$ cat config.mk
export PLATFORM = sky130hd
export DESIGN_NAME = gemm_tile_controller
export DESIGN_NICKNAME = d
export VERILOG_FILES = /design/src/rtl/gemm_pkg.sv /design/src/rtl/gemm_loop_counter.sv /design/src/rtl/gemm_tile_controller.sv
export SDC_FILE = /design/constraint.sdc
export NUM_CORES = 1
export LEC_CHECK = 0
export ABC_AREA = 1
export BUFFER_PORTS_ARGS = -buffer_cell sky130_fd_sc_hd__buf_2
export CORE_ASPECT_RATIO = 0.5
export CORE_MARGIN = 2
export CORE_UTILIZATION = 60
export CTS_CLUSTER_DIAMETER = 120
export DETAILED_ROUTE_END_ITERATION = 10
export GPL_TIMING_DRIVEN = 0
export PLACE_DENSITY = 0.81
export REMOVE_ABC_BUFFERS = 1
export SLEW_MARGIN = 20
export SYNTH_ARGS = -nofsm -noshare
export SYNTH_HDL_FRONTEND = slang
export SYNTH_SLANG_ARGS = --single-unit
export TNS_END_PERCENT = 1
$ cat constraint.sdc
create_clock -name clk_i -period 2.5 [get_ports clk_i]
set_input_delay 0 -clock clk_i [delete_from_list [all_inputs] [get_ports clk_i]]
set_output_delay 0 -clock clk_i [all_outputs]
set_load 0.02 [all_outputs]
$ cat src/rtl/gemm_pkg.sv
// Shared types and tile geometry for the GEMM tile controller.
package gemm_pkg;

    typedef enum logic [1:0] {
        IDLE  = 2'd0,
        RUN   = 2'd1,
        DRAIN = 2'd2,
        DONE  = 2'd3
    } gemm_state_e;

    // Default tile geometry as log2 values; every tile dimension is a power of two.
    localparam int LOG2_M = 1;
    localparam int LOG2_K = 5;
    localparam int LOG2_N = 0;

endpackage

$ cat src/rtl/gemm_loop_counter.sv
// Nested kt (inner) / nt (middle) / mt (outer) tile counter with last flags.
module gemm_loop_counter #(
    parameter int Width = 8
) (
    input  logic             clk,
    input  logic             rst_n,
    input  logic             clear,
    input  logic             step,
    input  logic [Width-1:0] kt_num,
    input  logic [Width-1:0] nt_num,
    input  logic [Width-1:0] mt_num,
    output logic [Width-1:0] kt,
    output logic [Width-1:0] nt,
    output logic             kt_last,
    output logic             nt_last,
    output logic             all_last
);

    logic [Width-1:0] mt;
    logic             mt_last;

    // Counts are tile counts (never zero while stepping), so the last index is count-1.
    assign kt_last  = (kt == kt_num - Width'(1));
    assign nt_last  = (nt == nt_num - Width'(1));
    assign mt_last  = (mt == mt_num - Width'(1));
    assign all_last = kt_last && nt_last && mt_last;

    always_ff @(posedge clk or negedge rst_n) begin
        if (!rst_n) begin
            kt <= '0;
            nt <= '0;
            mt <= '0;
        end else if (clear) begin
            kt <= '0;
            nt <= '0;
            mt <= '0;
        end else if (step) begin
            if (!kt_last) begin
                kt <= kt + Width'(1);
            end else begin
                kt <= '0;
                if (!nt_last) begin
                    nt <= nt + Width'(1);
                end else begin
                    nt <= '0;
                    mt <= mt_last ? '0 : mt + Width'(1);
                end
            end
        end
    end

endmodule

$ cat src/rtl/gemm_tile_controller.sv
// Walks output tiles of C = A x B, issuing A/B reads per reduction step and a C write per tile.
module gemm_tile_controller
    import gemm_pkg::*;
#(
    parameter int M             = 1 << LOG2_M,
    parameter int K             = 1 << LOG2_K,
    parameter int N             = 1 << LOG2_N,
    parameter int SizeAddrWidth = 8,
    parameter int AddrWidth     = 6,
    parameter int AddrWidthC    = 9
) (
    input  logic                     clk_i,
    input  logic                     rst_ni,
    input  logic                     start_i,
    input  logic [SizeAddrWidth-1:0] M_size_i,
    input  logic [SizeAddrWidth-1:0] K_size_i,
    input  logic [SizeAddrWidth-1:0] N_size_i,
    output logic [AddrWidth-1:0]     sram_a_addr_o,
    output logic [AddrWidth-1:0]     sram_b_addr_o,
    output logic [AddrWidthC-1:0]    sram_c_addr_o,
    output logic                     sram_c_we_o,
    output logic                     mac_valid_o,
    output logic                     mac_clr_o,
    output logic                     busy_o,
    output logic                     done_o,
    output gemm_state_e              state_dbg_o
);

    localparam int ShM = $clog2(M);
    localparam int ShK = $clog2(K);
    localparam int ShN = $clog2(N);

    // Handshake: start_i is a level sampled only in IDLE; done_o is a single-cycle
    // pulse and no back-pressure exists anywhere on the read or write path.

    gemm_state_e state_q, state_d;
    logic        drain_q;

    logic [SizeAddrWidth-1:0] mt_num_q, kt_num_q, nt_num_q;
    logic [SizeAddrWidth-1:0] mt_num_in, kt_num_in, nt_num_in;
    logic [SizeAddrWidth-1:0] kt, nt;
    logic                     kt_last, nt_last, all_last;
    logic                     size_zero, launch, issue, step;

    logic [AddrWidth-1:0]     a_base_q, kt_stride, nt_stride, nt_next;
    logic [AddrWidthC-1:0]    c_tile_q, c_addr_d1;
    logic                     we_d1;

    assign mt_num_in = M_size_i >> ShM;
    assign kt_num_in = K_size_i >> ShK;
    assign nt_num_in = N_size_i >> ShN;
    assign size_zero = (mt_num_in == '0) || (kt_num_in == '0) || (nt_num_in == '0);
    assign step      = issue && !all_last;
    assign state_dbg_o = state_q;

    always_ff @(posedge clk_i or negedge rst_ni) begin
        if (!rst_ni) begin
            state_q <= IDLE;
            drain_q <= 1'b0;
        end else begin
            state_q <= state_d;
            drain_q <= (state_q == DRAIN);
        end
    end

    always_comb begin
        state_d = state_q;
        unique case (state_q)
            IDLE:    if (start_i) state_d = size_zero ? DONE : RUN;
            RUN:     if (all_last) state_d = DRAIN;
            DRAIN:   if (drain_q) state_d = DONE;
            DONE:    state_d = IDLE;
            default: state_d = IDLE;
        endcase
    end

    always_comb begin
        busy_o = 1'b0;
        done_o = 1'b0;
        issue  = 1'b0;
        launch = 1'b0;
        unique case (state_q)
            IDLE:  launch = start_i && !size_zero;
            RUN: begin
                busy_o = 1'b1;
                issue  = 1'b1;
            end
            DRAIN: busy_o = 1'b1;
            DONE:  done_o = 1'b1;
            default: ;
        endcase
    end

    always_ff @(posedge clk_i or negedge rst_ni) begin
        if (!rst_ni) begin
            mt_num_q <= '0;
            kt_num_q <= '0;
            nt_num_q <= '0;
        end else if (launch) begin
            mt_num_q <= mt_num_in;
            kt_num_q <= kt_num_in;
            nt_num_q <= nt_num_in;
        end
    end

    gemm_loop_counter #(
        .Width(SizeAddrWidth)
    ) u_loop_counter (
        .clk     (clk_i),
        .rst_n   (rst_ni),
        .clear   (launch),
        .step    (step),
        .kt_num  (kt_num_q),
        .nt_num  (nt_num_q),
        .mt_num  (mt_num_q),
        .kt      (kt),
        .nt      (nt),
        .kt_last (kt_last),
        .nt_last (nt_last),
        .all_last(all_last)
    );

    // A walks mt*KT+kt via a row base; B strides by NT within a tile and restarts at nt+1.
    assign kt_stride = AddrWidth'(kt_num_q);
    assign nt_stride = AddrWidth'(nt_num_q);
    assign nt_next   = AddrWidth'(nt) + AddrWidth'(1);

    always_ff @(posedge clk_i or negedge rst_ni) begin
        if (!rst_ni) begin
            a_base_q      <= '0;
            sram_a_addr_o <= '0;
            sram_b_addr_o <= '0;
            c_tile_q      <= '0;
        end else if (launch) begin
            a_base_q      <= '0;
            sram_a_addr_o <= '0;
            sram_b_addr_o <= '0;
            c_tile_q      <= '0;
        end else if (step) begin
            if (!kt_last) begin
                sram_a_addr_o <= sram_a_addr_o + AddrWidth'(1);
                sram_b_addr_o <= sram_b_addr_o + nt_stride;
            end else if (!nt_last) begin
                sram_a_addr_o <= a_base_q;
                sram_b_addr_o <= nt_next;
                c_tile_q      <= c_tile_q + AddrWidthC'(1);
            end else begin
                a_base_q      <= a_base_q + kt_stride;
                sram_a_addr_o <= a_base_q + kt_stride;
                sram_b_addr_o <= '0;
                c_tile_q      <= c_tile_q + AddrWidthC'(1);
            end
        end
    end

    // One cycle of SRAM read latency before the MAC, one more before the C write.
    always_ff @(posedge clk_i or negedge rst_ni) begin
        if (!rst_ni) begin
            mac_valid_o   <= 1'b0;
            mac_clr_o     <= 1'b0;
            we_d1         <= 1'b0;
            c_addr_d1     <= '0;
            sram_c_we_o   <= 1'b0;
            sram_c_addr_o <= '0;
        end else begin
            mac_valid_o <= issue;
            mac_clr_o   <= issue && (kt == '0);
            we_d1       <= issue && kt_last;
            c_addr_d1   <= c_tile_q;
            sram_c_we_o <= we_d1;
            if (we_d1) sram_c_addr_o <= c_addr_d1;
        end
    end

endmodule

==> impl_metrics.py <==
metrics = {
    "timing": {
        "hold_viol_final": 0,
        "rsz0062_at_grt": "yes",
        "skew_ns": 0.00688,
        "min_period_ns": 2.35,
        "slew_violations": 0,
        "fmax_ghz": 0.426,
        "worst_pin_slew_ns": 0.577,
        "hold_slack_ns": 0.0363,
        "relSlewSlack_pct": 61.5,
        "post-route-period-util_pct": 93.8,
        "setup_violations": 0,
    },
    "clock_tree": {
        "root_buffer": "clkbuf_16",
        "clk_pin_slew_ns": 0.07,
        "clkLatencyLatePin_ns": 0.35,
        "cts_tree": "yes",
        "numCtsBuffers": 9,
        "htreeDepth": 3,
        "cts.sinks": 94,
        "clockBufferDepth": 2,
    },
    "floorplanning": {
        "rows": 25,
        "coreArea_um2": 9450,
        "ioPinCount": 55,
        "initial_core_util_pct": 61.6,
        "die-area_um2": 10600,
        "die_width_um": 143,
        "die_h_um": 73.7,
    },
    "yosys": {
        "synth_edf_count": 0,
        "synth-seq-cells": 94,
        "synthXorXnorAreaFrac_pct": 7.07,
        "synthTopCellsByCount": "nand2_1, dfrtp_1, nor2_1",
        "async_reset_ff_share_pct": 100,
        "synth_cells": 762,
        "yosysMostFrequentCell": "nand2_1",
        "synth_area_leader_cell": "dfrtp_1",
        "synth_top_family_by_area": "simple AND/OR/NAND/NOR gates",
        "synth_mux_area_share_pct": 1.74,
        "synth.top_cell.area_share_pct": 40.4,
        "yosysWarnings": 0,
        "synth_compound_area_share_pct": 4.94,
        "synth.yosys.seq_area_share_pct": 40.4,
        "syn_avg_cell_area_um2": 7.64,
        "netlist_area_um2": 5820,
        "synth_area_leaders": "dfrtp_1, nand2_1, nand3_1, xor2_1, ha_1",
        "synthFlopType": "dfrtp_1",
        "yosys.area_share.simple_pct": 33.3,
        "synthAdderAreaFrac_pct": 5.42,
        "synth.distinct_cells": 40,
    },
    "route": {
        "num_vias": 5374,
        "wl_per_cell_um": 14.4,
        "antenna_left": 0,
        "routed_wl_um": 14100,
        "vias_per_cell": 5.48,
        "first_pass_iters": 5,
        "drc": 0,
        "drtIter0Drc": 451,
    },
    "power_and_ir_drop": {
        "powerDensity_nw_per_um2": 1220,
        "p_leak_nw": 3.68,
        "peakVddDrop_mv": 0.680,
    },
    "worst_hold_path": {
        "hp-class": "in2async",
    },
    "global_routing": {
        "grt_overflow": 0,
        "antenna_found_initial": 0,
        "grt.total_usage_pct": 28.1,
        "grt_pass1_vias": 4924,
        "grt_pass1_wl_um": 22800,
        "grt_max_degree": 80,
    },
    "finish": {
        "drive_above_1_share_pct": 16.9,
        "layoutNonFillerInstCount": 980,
        "layout.nets": 891,
        "fin_util_pct": 73.5,
        "area_delta_synth_final_pct": 19.2,
        "num_antenna_cells": 0,
    },
    "setup_path": {
        "start_kind": "flip-flop",
        "worstPathArrival_ns": 2.58,
        "path_max_fanout": 10,
        "crit_required_ns": 2.74,
        "path_class": "reg2reg",
        "end_kind": "flip-flop",
        "reg2reg_slack_ns": 0.15,
    },
    "placement": {
        "dp_hpwl_um": 9260,
        "placedCellCount": 926,
        "gp_congestion": 0.925,
        "io_buffers": 48,
    },
    "run": {
        "max_cap_violations": 0,
    },
    "run_status": {
        "status": "finished clean",
    },
}
[worst paths after layout]
| path | start | end | cells past startpoint |
|---|---|---|---|
| max | nt_num_q[0]$_DFFE_PN0P_ | u_loop_counter.mt[0]$_DFFE_PN0P_ | 12 |
| min | rst_ni | nt_num_q[0]$_DFFE_PN0P_ | 2 |
| max reg2reg | nt_num_q[0]$_DFFE_PN0P_ | u_loop_counter.mt[0]$_DFFE_PN0P_ | 12 |
| min reg2reg | c_tile_q[8]$_DFFE_PN0P_ | c_addr_d1[8]$_DFF_PN0_ | 0 |
| max in group asynchronous | rst_ni | kt_num_q[1]$_DFFE_PN0P_ | 3 |
| min in group clk_i | start_i | state_dbg_o[1]$_DFFE_PN0P_ | 5 |
[worst max-delay path: stages, from the launching register on]
cell and delay [ns]:
dfrtp_1 0.39, inv_2 0.09, ha_1 0.31, or2_2 0.11, nand2_1 0.05, nor2_2 0.11, nand2_1 0.07, nor2_2 0.10
nand2_2 0.10, nor2_8 0.20, nand4_2 0.32, a21boi_0 0.29, nor2_1 0.08
[flip-flops by register name, summed over array words and instances, names as in the netlist, 3 cells and up]
register           flops
u_loop_counter.nt      8
sram_a_addr_o          6
kt_num_q               3
sram_c_addr_o          9
sram_b_addr_o          6
u_loop_counter.kt      8
nt_num_q               8
mt_num_q               7
a_base_q               6
u_loop_counter.mt      8
c_tile_q               9
c_addr_d1              9
[cells by family (layout without fill, tap and decap cells)]
logic type                 count (synthesis)  in the layout
and+or+nand+nor                          433            437
AOI/OAI and AO/OA                         54             54
adders and majority gates                 24             24
DFF                                       94             94
xor gates and xnor gates                  47             47
buffers and inverters                    101            180
muxes                                      9              9
[power breakdown]
part           switching (W)  internal (W)
registers           0.000486       0.00193
clock network       0.000670      0.000712
logic                0.00300       0.00166
total                0.00416       0.00431
[final cells by class]
class | count | area (µm²)
multi-input cells | 571 | 3200
clock buffers | 9 | 225
clock inverters | 7 | 71.3
fillers | 749 | 2510
well taps | 135 | 169
flip-flops and latches | 94 | 2350
repair buffers | 86 | 618
inverters | 78 | 300
[placed cells by master (no fill, tap or decap), types with 2 or more instances in the layout]
cell type / instances
fa_1: 2
a21boi_0: 2
inv_2: 10
inv_8: 4
xnor2_1: 15
or2_2: 4
buf_8: 2
nand2_8: 6
nor4_1: 2
nand3_2: 3
inv_1: 66
nor3_1: 11
a31oi_1: 2
inv_6: 3
a21oi_1: 11
dlygate4sd3_1: 19
nand2_1: 225
dfrtp_2: 2
o21ai_0: 27
nor2_1: 64
nand2_4: 2
o22ai_1: 2
buf_4: 15
o21ai_1: 7
nand4_1: 30
dfrtp_1: 92
nand3b_1: 3
nor2_4: 6
nand2_2: 5
nor2_2: 5
buf_2: 47
mux2_2: 9
nand3_1: 67
buf_6: 2
xor2_1: 32
clkbuf_16: 9
ha_1: 22
[per-layer routing]
| layer | vias to the layer above | wire length [µm] | global-route usage, % |
|---|---|---|---|
| met5 | - | 0 | 0 |
| met4 | 0 | 205 | 7.84 |
| met3 | 24 | 853 | 6.06 |
| met2 | 187 | 6740 | 48.7 |
| met1 | 2531 | 6350 | 36.4 |
| li1 | 2632 | - | - |
[what timing repair did]
action,CTS,global route
buffers inserted,4,11
endpoints found under the hold margin,112,0
gates cloned,2,2
setup endpoints to repair,67,51
pin swaps,4,7
gates resized for setup,12,13
hold buffers,19,0
[metrics by stage]
| stage | TNS, ns | total power [W] | setup slack (ns) | cell area (µm²) |
|---|---|---|---|---|
| 4_1_cts | 0 | 0.00815 | 0.00516 | 6790 |
| 5_1_grt | -0.256 | 0.00917 | -0.0441 | 6940 |
| 6_report | 0 | 0.00847 | 0.154 | 6940 |
| 2_1_floorplan | -45.55 | 0.00539 | -0.918 | 5700 |
| 3_3_place_gp | -135.28 | 0.00623 | -2.38 | 6110 |
| 3_5_place_dp | -51.48 | 0.00643 | -1.34 | 6180 |
Power figures use the tool's default switching activity.
